### src/rtl/register_serial_in_parallel_out_pkg.sv
// Shared definitions for the serial-in / parallel-out receiver and the
// modulo detector chain.
//   state_t    : receiver FSM states (IDLE, SHIFT, HOLD)
//   MOD_BASE   : modulus tracked by the optional remainder accumulator
//   mod5_step  : one MSB-first step of a running mod-5 residue, (2r+b)%5
package register_serial_in_parallel_out_pkg;

    typedef enum logic [1:0] {
        IDLE  = 2'd0,
        SHIFT = 2'd1,
        HOLD  = 2'd2
    } state_t;

    localparam int MOD_BASE = 5;

    // r is always a reduced residue (0..4), so 2r+b <= 9 and a single
    // conditional subtraction is enough to bring it back into range.
    function automatic logic [2:0] mod5_step(input logic [2:0] r, input logic b);
        logic [3:0] s;
        s = {r, 1'b0} + {3'b000, b};
        if (s >= 4'(MOD_BASE))
            s = s - 4'(MOD_BASE);
        return s[2:0];
    endfunction

endpackage

### src/rtl/register_serial_in_parallel_out_modulo_accumulator.sv
// modulo_accumulator: running mod-5 residue of an MSB-first bit stream.
// Only built when REGISTER_SIPO_MODULO_CHECK_EN is defined.
//   clock  : system clock, rising edge
//   reset  : synchronous active-high clear
//   clear  : synchronous clear at the start of a frame
//   step   : fold bit_in into the residue this cycle
//   bit_in : serial data bit
//   r_next : residue including bit_in, used to latch the final remainder
`ifdef REGISTER_SIPO_MODULO_CHECK_EN
module modulo_accumulator
    import register_serial_in_parallel_out_pkg::*;
(
    input  logic       clock,
    input  logic       reset,
    input  logic       clear,
    input  logic       step,
    input  logic       bit_in,
    output logic [2:0] r_next
);

    logic [2:0] r;

    assign r_next = mod5_step(r, bit_in);

    always_ff @(posedge clock) begin
        if (reset || clear)
            r <= '0;
        else if (step)
            r <= r_next;
    end

endmodule
`endif

### src/rtl/register_serial_in_parallel_out.sv
// register_serial_in_parallel_out: collects WIDTH bits MSB-first from a
// serial stream and hands the assembled word out with a valid/ready pair.
// Optional feature macro: REGISTER_SIPO_MODULO_CHECK_EN (adds remainder).
//   clock        : system clock, rising edge
//   reset        : synchronous active-high reset
//   start        : begin a new frame (ignored in HOLD unless out_ready)
//   en           : shift enable, honoured only in SHIFT
//   input_bit    : serial data, MSB first
//   out_ready    : consumer accepts the held word
//   parallel_out : assembled word, loaded only on entry to HOLD
//   out_valid    : high in HOLD
//   busy         : high in SHIFT
//   overrun      : sticky, set by start while a word is held unconsumed
//   remainder    : (feature) word value mod 5, latched with parallel_out
module register_serial_in_parallel_out
    import register_serial_in_parallel_out_pkg::*;
#(
    parameter int WIDTH = 8
)
(
    input  logic             clock,
    input  logic             reset,
    input  logic             start,
    input  logic             en,
    input  logic             input_bit,
    input  logic             out_ready,
    output logic [WIDTH-1:0] parallel_out,
    output logic             out_valid,
    output logic             busy,
    output logic             overrun
`ifdef REGISTER_SIPO_MODULO_CHECK_EN
    ,
    output logic [2:0]       remainder
`endif
);

    localparam int CNT_W = $clog2(WIDTH);

    state_t           state, state_next;
    // Only WIDTH-1 bits are stored: the final bit goes straight from
    // input_bit into parallel_out, so the MSB of a full-width shifter
    // would never be read.
    logic [WIDTH-2:0] shreg;
    logic [WIDTH-1:0] shreg_ext;
    logic [CNT_W-1:0] count;
    logic             frame_begin;
    logic             sample;
    logic             last_bit;

    assign shreg_ext = {shreg, input_bit};
    assign busy      = (state == SHIFT);
    assign out_valid = (state == HOLD);

    always_ff @(posedge clock) begin
        if (reset)
            state <= IDLE;
        else
            state <= state_next;
    end

    // start outranks en in SHIFT; in HOLD it only counts once the word
    // is consumed on the same cycle.
    always_comb begin
        state_next  = state;
        frame_begin = 1'b0;
        sample      = 1'b0;
        last_bit    = 1'b0;
        case (state)
            IDLE: begin
                if (start) begin
                    frame_begin = 1'b1;
                    state_next  = SHIFT;
                end
            end
            SHIFT: begin
                if (start) begin
                    frame_begin = 1'b1;
                end else if (en) begin
                    sample = 1'b1;
                    if (count == CNT_W'(WIDTH - 1)) begin
                        last_bit   = 1'b1;
                        state_next = HOLD;
                    end
                end
            end
            HOLD: begin
                if (out_ready) begin
                    if (start) begin
                        frame_begin = 1'b1;
                        state_next  = SHIFT;
                    end else begin
                        state_next  = IDLE;
                    end
                end
            end
            default: state_next = IDLE;
        endcase
    end

    always_ff @(posedge clock) begin
        if (reset) begin
            shreg        <= '0;
            count        <= '0;
            parallel_out <= '0;
            overrun      <= 1'b0;
        end else begin
            if (frame_begin) begin
                shreg <= '0;
                count <= '0;
            end else if (sample) begin
                shreg <= shreg_ext[WIDTH-2:0];
                count <= last_bit ? '0 : count + CNT_W'(1);
            end
            if (last_bit)
                parallel_out <= shreg_ext;
            if (state == HOLD && start && !out_ready)
                overrun <= 1'b1;
        end
    end

`ifdef REGISTER_SIPO_MODULO_CHECK_EN
    logic [2:0] acc_next;

    modulo_accumulator u_acc (
        .clock  (clock),
        .reset  (reset),
        .clear  (frame_begin),
        .step   (sample),
        .bit_in (input_bit),
        .r_next (acc_next)
    );

    always_ff @(posedge clock) begin
        if (reset)
            remainder <= '0;
        else if (last_bit)
            remainder <= acc_next;
    end
`endif

endmodule

### config.mk
export PLATFORM = sky130hd
export DESIGN_NAME = register_serial_in_parallel_out
export DESIGN_NICKNAME = d
export VERILOG_FILES = /design/src/rtl/register_serial_in_parallel_out_pkg.sv /design/src/rtl/register_serial_in_parallel_out_modulo_accumulator.sv /design/src/rtl/register_serial_in_parallel_out.sv
export SDC_FILE = /design/constraint.sdc
export NUM_CORES = 1
export LEC_CHECK = 0
export CORE_MARGIN = 1
export CORE_UTILIZATION = 55
export DETAILED_ROUTE_END_ITERATION = 6
export DONT_BUFFER_PORTS = 1
export GPL_TIMING_DRIVEN = 0
export PLACE_DENSITY = 0.7
export SYNTH_ARGS = -nofsm -noshare
export SYNTH_HDL_FRONTEND = slang
export SYNTH_SLANG_ARGS = --single-unit
### constraint.sdc
create_clock -name clock -period 1.5 [get_ports clock]
set_input_delay 0.375 -clock clock [delete_from_list [all_inputs] [get_ports clock]]
set_output_delay 0.375 -clock clock [all_outputs]
set_load 0.05 [all_outputs]
==> impl_metrics.tcl, run 1 <==
set metrics [dict create \
    status "finished with violations" \
    violations "design-rule violations" \
    grt.overflow.total 0 \
    synth_fp_nets 100 \
    crit_chain "nor2b_4" \
    worstSetupEndpoint "out_valid" \
    clockBufferDepth 2 \
    viasPerCell 6.07 \
    clock_skew_ns 0.00373 \
    rows 14 \
    io_buffers 0 \
    drv_cap 0 \
    pin_count 17 \
    wirelength_um 1620 \
    crit_fanout 6 \
    drive_above_1_share_pct 15.6 \
    setup_viol 0 \
    finalNonFillerCells 112 \
    path_depth 1 \
    holdWs_ns 0.230 \
    rsz0062_at_grt "no" \
    finish.net_count 105 \
    synth_seq_area_share_pct 44.7 \
    dr.pass1.iters 6 \
    slowest_delay_ns 0.42 \
    slew_violations 0 \
    gp_congestion 0.698 \
    ir_drop_mv 0.874 \
    clock.fmax_mhz 694 \
    finalCritPeriodShare_pct 96.0 \
    seqPwrFrac_pct 63.1 \
    clk_latency_ns 0.29 \
    cts_root_buf "clkbuf_4" \
    crit_path_end_kind "output port" \
    p_sw_share_pct 22.3 \
    place_ws_ns -0.0447 \
    min_path_type "in -> reg" \
    fin_ws_ns 0.0596 \
    vias 680 \
    p_comb_share_pct 8.1 \
    clkTransAtPathRegs_ns 0.11 \
    wl_per_cell_um 14.5 \
    worstPathRequired_ns 1.12 \
    critPathLaunchType "register" \
    fin_crit_ns 1.44 \
    synth.distinct_cells 22 \
    dieArea_sq_um 1880 \
    tightestPinTransition_ns 0.523 \
    cp-startpoint "state[1]" \
    cp.arrival_ns 1.07 \
    syn-instance-count 92 \
    cts_buffers 3 \
    reg2reg_depth 6 \
    utilization_pct 64.5 \
    antenna_found_initial 0 \
    ant_nets 0 \
    drt-initial-drc-count 13 \
    grt_pass1_vias 637 \
    p_int_w 0.000698 \
    cts-htree-levels 1 \
    start_util_pct 60.4 \
    reg2reg_from "count[0]" \
    regToRegSetupSlack_ns 0.11 \
    switchingPower_w 0.000201 \
    cp_slowest_cell "dfxtp_2" \
    avgSynthCellArea_sq_um 10.2 \
    syn_area_sq_um 941 \
    clock-sinks 21 \
    powerDensity_nw_per_um2 894 \
    power.leakage_nw 0.340 \
    dpl.cell_count 108 \
    core_area_sq_um 1560 \
    slew_headroom_pct 65.1 \
    timing.rr.end "count[0]" \
    critPathKind "reg -> out" \
    die_w_um 43.4 \
    synthToLayoutAreaGrowth_pct 6.91 \
    finalHoldViolCount 0 \
    cpLargestDelayFamily "flip-flops" \
    n_antenna_cell 0 \
    synth-seq-cells 21 \
    grt_use_total_pct 20.0 \
    yosysWarningCount 0 \
    cts_tree "done" \
    postCtsSetupRepairBufs 0 \
    grt_pass1_wl_um 2750 \
    grt_max_degree 12 \
    fp.dieH_um 43.4 \
    pwr-share-clk_pct 28.8 \
    place_hpwl_um 1140 \
    cp_num_buf_inv 0 \
    drcViolationCount 2 \
]
==> power by group through the flow <==
stage                     clock network (W)  logic (W)  registers (W)
after detailed placement                  0  0.0000705       0.000578
final                              0.000259  0.0000727       0.000567
after global routing               0.000301  0.0000776       0.000568
after global placement                    0  0.0000697       0.000577
after floorplan                           0  0.0000612       0.000577
after CTS                          0.000271  0.0000728       0.000567
==> registers in the layout (all words and copies together), names as in the netlist <==
register,cells
count,3
overrun,1
parallel_out,8
shreg,7
state,2
==> per-layer routing <==
metal / GRT usage [%] / vias up / wire length, um
met2: 32.7 / 10 / 771
met3: 7.50 / 2 / 49
met4: 3.75 / 0 / 14
met5: 0 / - / 0
li1: - / 339 / -
met1: 25.6 / 329 / 784
==> cell families (layout without fill, tap and decap cells) <==
family | Yosys count | in the layout | synth area share (%)
AOI/OAI and AO/OA | 13 | 13 | 7.98
adders and majority gates | 2 | 2 | 2.66
buffers and inverters | 7 | 11 | 6.38
DFF | 21 | 21 | 44.7
muxes | 10 | 10 | 10.6
and+or+nand+nor | 39 | 39 | 27.7
==> worst min-delay path by stage <==
| stage | start | to | slack, ns | cells past startpoint |
|---|---|---|---|---|
| after floorplan | shreg[6] | parallel_out[7] | 0.48 | 2 |
| after global placement | shreg[6] | parallel_out[7] | 0.50 | 2 |
| after detailed placement | shreg[6] | parallel_out[7] | 0.50 | 2 |
| after CTS | start | overrun | 0.22 | 2 |
| after global routing | reset | parallel_out[0] | 0.25 | 2 |
| final | start | overrun | 0.23 | 2 |
==> placed cells by master, fill, tap and decap left out <==
master    count
dfxtp_1      19
mux2i_1      10
nand2b_1      9
nor3_1        9
nand4b_1      8
o21ai_0       8
clkbuf_1      4
nor2_1        3
a21oi_1       3
clkbuf_4      3
nor2b_4       2
buf_12        2
nor2b_1       2
buf_2         2
ha_1          2
dfxtp_2       2
a21boi_2      1
and4bb_4      1
nor3_2        1
nand2_1       1
or2b_1        1
o32ai_1       1
and2_2        1
nor3b_1       1
==> metrics by stage <==
stage               instance area [sq um]  TNS, ns  power [W]
floorplan                             941        0   0.000638
global placement                      961  -0.0252   0.000647
detailed placement                    961   -0.122   0.000649
CTS                                  1010        0   0.000911
global route                         1010        0   0.000947
finish                               1010        0   0.000899
==> final cells by class <==
type	count	area (sq um)
buffer	7	61.3
tap	16	20.0
fill	133	553
clock buffer	4	26.3
sequential	21	423
multi-input combinational	64	475
==> synthesized netlist by cell type <==
master	instances	area [sq um]
nor2b_1	4	25.0
nor3b_1	1	7.51
nand4b_1	8	70.1
and2_2	1	7.51
o32ai_1	1	8.76
nand2b_1	9	56.3
buf_12	2	40.0
nor3_2	1	10.0
buf_2	1	5.00
dfxtp_1	21	420
nor3_1	9	45.0
nand2_1	1	3.75
and4bb_4	1	16.3
buf_1	1	3.75
a21oi_1	3	15.0
nor2_1	3	11.3
o21ai_0	8	40.0
ha_1	2	25.0
or2b_1	1	7.51
a21boi_2	1	11.3
clkbuf_1	3	11.3
mux2i_1	10	100
==> what timing repair did <==
item	4_1_cts	5_1_grt
resized for setup	7	0
hold buffers	0	0
endpoints found under the setup margin	3	0
(Power assumes the default switching activity.)
==> run 2: changes to the inputs <==
ABC_CLOCK_PERIOD_IN_PS = 1350   (was default)
clock period = 1.35 ns   (was 1.5 ns; I/O delays follow)
==> run 2 against run 1 <==
Effect of this change: the run ends with design-rule violations, negative setup slack left; largest power group unchanged; combinational power grew 28%; largest cell class unchanged; critical path type unchanged; wire length grew 2.8%; critical endpoint is now busy; clock power grew 12%.
==> impl_metrics.tcl, run 2 (synthesis results as in run 1) <==
set metrics [dict create \
    fill_cells 127 \
    holdPathStages 2 \
    drv_cap 0 \
    largest_register_ffs 8 \
    wl_per_cell_um 14.2 \
    grt.overflow.total 0 \
    fp.dieH_um 43.4 \
    critPathLaunchType "register" \
    hold_path_startpoint "start" \
    rows 14 \
    clk_latency_ns 0.29 \
    drive_above_1_share_pct 21.8 \
    min_path_type "in -> reg" \
    place_ws_ns -0.187 \
    cts_root_buf "clkbuf_4" \
    max_flop_register "parallel_out" \
    viasPerCell 5.96 \
    cts_buffers 3 \
    finalNonFillerCells 117 \
    final_common_cell "dfxtp_1" \
    multi_input_area_sq_um 482 \
    crit_chain "nor2b_4" \
    reg_top3 "parallel_out (8), shreg (7), count (3)" \
    clockBufferDepth 2 \
    grt_pass1_wl_um 2880 \
    drt-initial-drc-count 7 \
    slew_headroom_pct 64.9 \
    dieArea_sq_um 1880 \
    ir_drop_mv 0.971 \
    hold_path_end "overrun" \
    reg2reg_depth 5 \
    synthToLayoutAreaGrowth_pct 14.4 \
    dr.pass1.iters 6 \
    pin_count 17 \
    dpl.cell_count 108 \
    grt_use_met1_pct 26.0 \
    rsz0062_at_grt "yes" \
    n_antenna_cell 0 \
    finish.net_count 110 \
    core_area_sq_um 1560 \
    fin_crit_ns 1.37 \
    fin_ws_ns -0.0168 \
    tns_ns -0.0168 \
    place_hpwl_um 1140 \
    vias 697 \
    powerDensity_nw_per_um2 939 \
    cp_num_buf_inv 0 \
    finalCritPeriodShare_pct 101 \
    finalHoldViolCount 0 \
    worstPathRequired_ns 1.01 \
    cp.arrival_ns 1.03 \
    grt_pass1_vias 655 \
    clock-sinks 21 \
    clkTransAtPathRegs_ns 0.11 \
    timing.rr.end "parallel_out[2]" \
    power.total_w 0.00101 \
    regToRegSetupSlack_ns 0.04 \
    ctsHoldBuffers 0 \
    crit_fanout 6 \
    slowest_delay_ns 0.40 \
    tightestPinTransition_ns 0.525 \
    cpLargestDelayFamily "flip-flops" \
    cp_slowest_cell "dfxtp_4" \
    setup_viol 1 \
    cts-htree-levels 1 \
    crit_path_end_kind "output port" \
    violations "design-rule violations, negative setup slack" \
    wirelength_um 1670 \
    seq_area_sq_um 428 \
    cts_tree "done" \
    reg2reg_from "count[0]" \
    grt_use_total_pct 21.1 \
    gp_congestion 0.698 \
    die_w_um 43.4 \
    met3_usage_pct 7.50 \
    status "finished with violations" \
    critPathKind "reg -> out" \
    clock.fmax_mhz 732 \
    use_met2_pct 36.1 \
    grt_max_degree 12 \
    slew_violations 0 \
    ant_nets 0 \
    antenna_found_initial 0 \
    grt-busiest-layer "met2" \
    start_util_pct 60.4 \
    clock_skew_ns 0.00200 \
    drcViolationCount 2 \
    power.leakage_nw 0.370 \
    final_cell_mix "19 x dfxtp_1, 9 x nand2b_1, 9 x mux2i_1, 9 x nor3_1, 8 x nand4b_1" \
    io_buffers 0 \
]
==> run 2: cell count changes in the layout (fill, tap and decap cells not counted), sizes merged <==
cell    change
buf         +4
clkbuf      +1
==> run 2: worst register-to-register path, stage by stage (launching register included) <==
cell      delay [ns]
dfxtp_1         0.34
ha_1            0.20
ha_2            0.21
and2_2          0.17
clkbuf_4        0.17
o21ai_0         0.15
==> run 2: worst max-delay path by stage <==
| stage | slack, ns | cells after the start | to | start |
|---|---|---|---|---|
| after global routing | -0.08 | 1 | busy | state[0] |
| after global placement | -0.14 | 6 | count[0] | count[0] |
| final | -0.02 | 1 | busy | state[0] |
| after CTS | -0.03 | 1 | busy | state[0] |
| after detailed placement | -0.19 | 6 | count[0] | count[0] |
| after floorplan | -0.1 | 1 | out_valid | state[1] |
==> run 2: final cells by class <==
| class | count | share of cell area [%] |
|---|---|---|
| Buffer | 7 | 6.51 |
| Clock buffer | 4 | 2.44 |
| Multi-Input combinational cell | 64 | 44.8 |
| Sequential cell | 21 | 39.8 |
| Tap cell | 16 | 1.86 |
| Timing Repair Buffer | 5 | 4.65 |
==> run 2: per-stage QoR <==
step                cell area [sq um]  utilization (%)  hold WS (ns)
floorplan                         941                -         0.475
global placement                  961             61.6         0.491
detailed placement                961             61.6         0.499
CTS                              1050             67.7         0.181
global route                     1080             69.0         0.185
finish                           1080             69.0         0.193
==> run 2: what timing repair did <==
item,4_1_cts,5_1_grt
setup endpoints to repair,13,10
buffers inserted,3,2
endpoints found under the hold margin,0,0
resized for setup,12,8
==> run 2: power by group <==
| group | total [W] | internal (W) | switching (W) |
|---|---|---|---|
| registers | 0.000628 | 0.000621 | 0.00000656 |
| logic | 0.0000930 | 0.0000469 | 0.0000461 |
| clock network | 0.000289 | 0.000115 | 0.000174 |
==> run 2: per-layer routing <==
| metal | vias to the layer above | share of wire (%) |
|---|---|---|
| met5 | - | 0 |
| met3 | 2 | 4.1 |
| met2 | 15 | 49 |
| met1 | 332 | 46 |
| met4 | 0 | 0.78 |
| li1 | 348 | - |
